==> src/rtl/nibble_packer.sv <==
// Pairs incoming 4-bit nibbles into bytes behind one registered output slot.
// A lone in_last nibble is zero-padded; byte_cnt counts delivered bytes.
module nibble_packer #(
  parameter bit HI_FIRST = 1'b1,
  parameter int CNT_W    = 16
) (
  input  logic             clk,
  input  logic             rst,
  input  logic             in_valid,
  output logic             in_ready,
  input  logic [3:0]       in_nib,
  input  logic             in_last,
  output logic             out_valid,
  input  logic             out_ready,
  output logic [7:0]       out_byte,
  output logic             out_last,
  output logic             out_pad,
  output logic [CNT_W-1:0] byte_cnt
);

  // Handshake: a transfer happens on a side in any cycle where valid && ready
  // are both high; valid/data never depend on ready, and in_ready depends
  // only on the output slot (out_valid, out_ready).
  typedef enum logic {
    S_EMPTY = 1'b0,
    S_HALF  = 1'b1
  } state_t;

  state_t             state_q, state_d;
  logic [3:0]         hold_nib_q, hold_nib_d;
  logic               out_valid_q, out_valid_d;
  logic [7:0]         out_byte_q, out_byte_d;
  logic               out_last_q, out_last_d;
  logic               out_pad_q, out_pad_d;
  logic [CNT_W-1:0]   byte_cnt_q, byte_cnt_d;
  logic               accept;
  logic               deliver;

  assign in_ready = !out_valid_q || out_ready;
  assign accept   = in_valid && in_ready;
  assign deliver  = out_valid_q && out_ready;

  always_comb begin
    state_d     = state_q;
    hold_nib_d  = hold_nib_q;
    out_valid_d = out_valid_q;
    out_byte_d  = out_byte_q;
    out_last_d  = out_last_q;
    out_pad_d   = out_pad_q;
    byte_cnt_d  = byte_cnt_q;

    if (deliver) begin
      out_valid_d = 1'b0;
      byte_cnt_d  = byte_cnt_q + 1'b1;
    end

    // A load in the same cycle as a delivery overrides the clear above.
    if (accept) begin
      unique case (state_q)
        S_EMPTY: begin
          if (in_last) begin
            out_byte_d  = HI_FIRST ? {in_nib, 4'b0000} : {4'b0000, in_nib};
            out_pad_d   = 1'b1;
            out_last_d  = 1'b1;
            out_valid_d = 1'b1;
          end else begin
            hold_nib_d = in_nib;
            state_d    = S_HALF;
          end
        end
        S_HALF: begin
          out_byte_d  = HI_FIRST ? {hold_nib_q, in_nib} : {in_nib, hold_nib_q};
          out_pad_d   = 1'b0;
          out_last_d  = in_last;
          out_valid_d = 1'b1;
          state_d     = S_EMPTY;
        end
        default: state_d = S_EMPTY;
      endcase
    end
  end

  always_ff @(posedge clk) begin
    if (rst) begin
      state_q     <= S_EMPTY;
      hold_nib_q  <= 4'h0;
      out_valid_q <= 1'b0;
      out_byte_q  <= 8'h00;
      out_last_q  <= 1'b0;
      out_pad_q   <= 1'b0;
      byte_cnt_q  <= '0;
    end else begin
      state_q     <= state_d;
      hold_nib_q  <= hold_nib_d;
      out_valid_q <= out_valid_d;
      out_byte_q  <= out_byte_d;
      out_last_q  <= out_last_d;
      out_pad_q   <= out_pad_d;
      byte_cnt_q  <= byte_cnt_d;
    end
  end

  assign out_valid = out_valid_q;
  assign out_byte  = out_byte_q;
  assign out_last  = out_last_q;
  assign out_pad   = out_pad_q;
  assign byte_cnt  = byte_cnt_q;

endmodule

==> config.mk <==
export PLATFORM = sky130hd
export DESIGN_NAME = nibble_packer
export DESIGN_NICKNAME = d
export VERILOG_FILES = /design/src/rtl/nibble_packer.sv
export SDC_FILE = /design/constraint.sdc
export NUM_CORES = 1
export LEC_CHECK = 0
export ABC_AREA = 1
export ABC_CLOCK_PERIOD_IN_PS = 3100
export CAP_MARGIN = 10
export CORE_MARGIN = 4
export CORE_UTILIZATION = 30
export CTS_BUF_LIST = sky130_fd_sc_hd__clkbuf_4 sky130_fd_sc_hd__clkbuf_8
export CTS_CLUSTER_SIZE = 30
export DETAILED_ROUTE_END_ITERATION = 10
export SYNTH_ARGS = -nofsm -noshare
export SYNTH_HDL_FRONTEND = slang
export SYNTH_SLANG_ARGS = --single-unit
==> constraint.sdc <==
create_clock -name clk -period 3.1 [get_ports clk]
set_clock_uncertainty 0.05 [all_clocks]
set_input_delay 0.62 -clock clk [delete_from_list [all_inputs] [get_ports clk]]
set_output_delay 0.62 -clock clk [all_outputs]
set_load 0.01 [all_outputs]
Yosys cells after proc, flatten, opt, wreduce, memory -nomap -nowiden

Index checks and enable logic that the tools add are counted.

Bits in registers: 32
Bits of input ports: 9
Output and inout bits: 28
Word-level logic and storage cells: 28

Add/sub/neg operators: 1
Equality and inequality tests: 1
Muxes and demuxes: 11
Bitwise operators: 2
Reduce and logical (&&, ||, !) cells: 6

Operator list:

| cell                                                            | count |
|---|---|
| 16-bit by 1-bit adder with 16-bit output, second input constant | 1 |
| 8-bit case mux with 2 select lines                              | 1 |
| 8-bit two-way mux                                               | 1 |
| 1-bit case mux with 2 select lines                              | 4 |
| 1-bit two-way mux                                               | 5 |
| 3-bit AND reduction                                             | 1 |
| 1-bit logical AND                                               | 2 |
| 2-bit inequality test, second input constant                    | 1 |
| 1-bit NOT                                                       | 2 |
| 2-bit AND reduction                                             | 1 |
| 1-bit logical NOT                                               | 1 |
| 1-bit logical OR                                                | 1 |

Logic depth before layout (Yosys ltp)

Word-level depth: 5
Mapped depth: 8
Gate-level depth less buffers: 8

Worst setup path after synthesis

No wires, ideal clock.

Path type: input -> output
From: input out_ready
To: output in_ready
Data arrival time: 0.734 ns
Required time: 2.430 ns
Slack: 1.696 ns
Cell stages on the path: 2
Path buffers: 0
Cells stage by stage: inv_2 > nand2_2

Word-level cells in the longest chain between the ends: 1

Ends and longest elaborated chain:

| what             | RTL line | text |
|---|---|---|
| start, declared  | 14       | `input logic out_ready,` |
| 1-bit logical OR | 39       | `assign in_ready = !out_valid_q \|\| out_ready;` |
| end, declared    | 10       | `output logic in_ready,` |

No other way between the ends.

Worst setup path in the final report

Same ends and word-level chain as after synthesis.

==> results <==
- CTS built an H-tree with a depth of 2.
- The average via count per standard cell is roughly 4.5.
- The vertical die dimension is 77.6 um.
- The number of antenna violations at the first check in global routing is 0.
- The total standard cell area after synthesis is between 0.001 and 0.0015 mm^2.
- For this configuration, the core starts out at a cell density of 0.309.
- Row generation in the floorplan step produced 25 rows.
- For the worst setup path, the data arrival time is roughly 1.8 ns.
- The area of the core region is about 0.0047 mm^2.
- The HPWL after detailed placement is about 2.4 mm.
- The number of hold-slack violations in the final timing report came to 0.
- For this design the ratio of total power to cell area is 468 mW/mm^2.
- For this run the aggregate overflow at the end of global routing stands at 0.
- Fill cells in the final layout number ~490.
- The sequential fraction of the synthesis area is 0.441.
- In the routed design, unresolved DRC markers number 0.
- The number of buffers inserted during clock tree synthesis is 5.
- The total area of multi-input combinational cells is around 650 um^2.
- In this run the worst hold path is classified as reg2reg.
- The area share of the largest cell type after synthesis is 0.441.
- The total of endpoints with negative setup slack in the final report is 0.
- Entering global routing, the biggest net connects 25 pins.
- The static leakage is ~0.71 nW.
- The weighted congestion reported at the end of routability-driven placement is a little under 0.8.
- TritonCTS built the clock tree.
- The total count of max-transition violations in the final report came to 0.
- Sorting the synthesized cells by area gives the leading types as dfxtp_1 44%, inv_1 8.0%, nand2_1 7.2%.
- The cell count after synthesis came out at slightly above 200.
- The synthesized netlist contains 24 unique library cells.
- The nature of the critical path startpoint is an input pin.
- The flow ran to the end, and the final reports show no timing, DRC or antenna violations.
- The final layout contains between 200 and 300 nets.
- The repair_antennas step left the layout with diodes totalling 0.
- The cell repeated most along the worst path is clkdlybuf4s50_1.
- The share of the clock period used by the worst path is 0.808.
- The wire length after detailed routing is 3.23 mm.
- The clock sink count is 32.
- Setup repair after global routing left no endpoint under its margin.
- The source of the worst register-to-register timing path is byte_cnt[0].
- In the global route stage, overall resource usage came out at 0.115.
- The total area of sequential cells is between 600 and 700 um^2.
- The count of pins on the block boundary is 37.
- The number of warning messages in the yosys log is 0.
- The slowest stage cell on the critical path is clkdlybuf4s50_1.
- The detailed-router iteration count before antenna repair is 4.
- The hold-critical path depth is 2.
- The tree is rooted in a clkbuf_8.
- Across the VDD grid, the largest voltage drop is about 0.00027 V.
- The worst setup path is of the in2out kind.
- At the later pin of the worst-skew pair, clock insertion delay measures ~0.28 ns.
- Hold repair after CTS inserted 0 buffers.
- The worst register-to-register path has a setup slack of between 1.5 and 2 ns.
- The clock period minus final worst setup slack is approximately 2.5 ns.
- Once the clock tree was built, the resizer swapped 0 gates to a different size.
- The area of the die is between 0.006 and 0.007 mm^2.
- For this run, the top clock speed supported by timing is about 400 MHz.
- Dividing the synthesized area by the synthesized cell count gives around 7 um^2.
- The overall via count from detail_route is between 1000 and 1500.
- The source of the worst hold timing path is out_byte[6].
- The worst hold path terminates at out_byte[6].
- Of all cell types, the one taking the most synthesized area is dfxtp_1.
- The endpoint of the worst-slack reg-to-reg timing path is byte_cnt[12].
- STA classifies the critical path endpoint as an output pin.
- The clock transition at the registers of the reported paths is roughly 0.070 ns.
- In this run the tightest slew margin relative to its limit is 0.575.
- Dividing the detail-routed wire length by the instance count gives around 11 um.
- Measured in cells, the most critical reg-to-reg path has a length of 6.
- The number of global-route vias before repair is 1229.
- The setup TNS after final layout is 0 ns.
- The overall die width is between 70 and 80 um.
- The global-route wire length before repair is between 5 and 6 mm.
- The post-synth net total is between 200 and 250.
- The count of routing violations after the opening detailed-route iteration is 71.
- The largest fanout on the critical path is 3.
- The number of setup buffers added after CTS is 0.
- In this run the tool buffered the top-level ports with 36 buffer cells.
- The area growth from synthesis to layout is 34.8%.
- The register bit count reported by yosys is 32.
- At the pin with the least slew margin, the transition time is roughly 0.64 ns.
- Of the cells placed in the final design, the portion with a size suffix greater than 1 is 0.0909.
- The delay of the slowest critical-path stage is between 0.5 and 0.6 ns.
- The maximum root-to-sink buffer count is 2.
- The detail route stage leaves a number of antenna-violating nets equal to 0.
- Walking the worst path, the cells encountered are clkdlybuf4s50_1, inv_2, nand2_2, clkdlybuf4s50_1.
- The power after layout is about 0.9 mW.
- The number of max-cap violations is 0.
- At the worst endpoint, the required time is between 2 and 2.5 ns.
[stage by stage]
stage	setup WS (ns)	std cells	area (um^2)	hold slack, ns	utilization
after CTS	0.591	296	1960	0.408	0.417
after floorplan	1.70	203	1450	0.391	-
after global placement	0.609	288	1850	0.386	0.393
after global routing	0.567	296	1960	0.425	0.417
after detailed placement	0.599	288	1850	0.398	0.393
final	0.597	296	1960	0.401	0.417
[cells by family (layout without fill, tap and decap cells)]
group / Yosys count / count (layout) / synth area share
AND/OR/NAND/NOR: 88 / 88 / 0.274
adder cells (fa/ha/maj): 1 / 1 / 0.00862
AO/OA/AOI/OAI: 44 / 44 / 0.164
flip-flops: 32 / 32 / 0.441
buffers and inverters: 38 / 77 / 0.112
[layout make-up]
type,count,area share
clock inverters,2,0.0179
well taps,54,0.0345
repair buffers,36,0.184
multi-input cells,133,0.331
flip-flops and latches,32,0.327
clock buffers,6,0.0390
inverters,33,0.0659
[worst max-delay path, delay by kind of cell]
family        cells  cell delay [ns]
buf+inv           3             1.13
simple gates      1             0.09
[sequential cells by signal, summed over array words and instances (netlist names)]
register	cells
byte_cnt	16
hold_nib_q	4
out_pad	1
out_valid	1
state_q	1
out_last	1
out_byte	8
[per-layer routing]
metal | wire length (um) | part of all wire | track usage | up-vias
li1 | - | - | - | 719
met1 | 1520 | 0.47 | 0.141 | 570
met2 | 1490 | 0.46 | 0.179 | 28
met3 | 159 | 0.049 | 0.0394 | 5
met4 | 54 | 0.017 | 0.0534 | 0
met5 | 0 | 0 | 0 | -
[synth_stat cells]
library cell / n
nand3_2: 1
nand3_1: 19
inv_1: 31
nand2_1: 28
o21ai_4: 1
buf_4: 1
buf_2: 3
nor2_2: 3
a211oi_1: 1
nor2_4: 1
o21ai_1: 5
ha_1: 1
nor3_1: 2
buf_6: 1
a21oi_2: 1
dfxtp_1: 32
nand2_4: 1
o21ai_0: 18
nand2_2: 4
nand4_1: 1
a21oi_1: 18
inv_2: 1
nor2_1: 28
inv_6: 1
[worst max path at each step]
| stage | start | end | slack, ns | cells past startpoint |
|---|---|---|---|---|
| after floorplan | out_ready | in_ready | 1.70 | 2 |
| after global placement | out_ready | in_ready | 0.61 | 4 |
| after detailed placement | out_ready | in_ready | 0.60 | 4 |
| after CTS | out_ready | in_ready | 0.59 | 4 |
| after global routing | out_ready | in_ready | 0.57 | 4 |
| final | out_ready | in_ready | 0.60 | 4 |
[power by group]
group	switching [mW]	internal, mW	total (mW)	leakage (nW)
sequential	0.0111	0.424	0.435	0.260
combinational	0.0429	0.0398	0.0827	0.394
clock	0.151	0.247	0.398	0.0586
[cells in the final DEF, fill, tap and decap left out]
master           instances
a211oi_1                 1
a21oi_1                 18
a21oi_2                  1
bufinv_16                1
clkbuf_4                 1
clkbuf_8                 5
clkdlybuf4s50_1         36
clkinv_2                 1
dfxtp_1                 32
ha_1                     1
inv_1                   31
inv_2                    1
inv_6                    1
nand2_1                 28
nand2_2                  4
nand2_4                  1
nand3_1                 19
nand3_2                  1
nand4_1                  1
nor2_1                  28
nor2_2                   3
nor2_4                   1
nor3_1                   2
o21ai_0                 18
o21ai_1                  5
o21ai_4                  1
(Power assumes the default switching activity.)
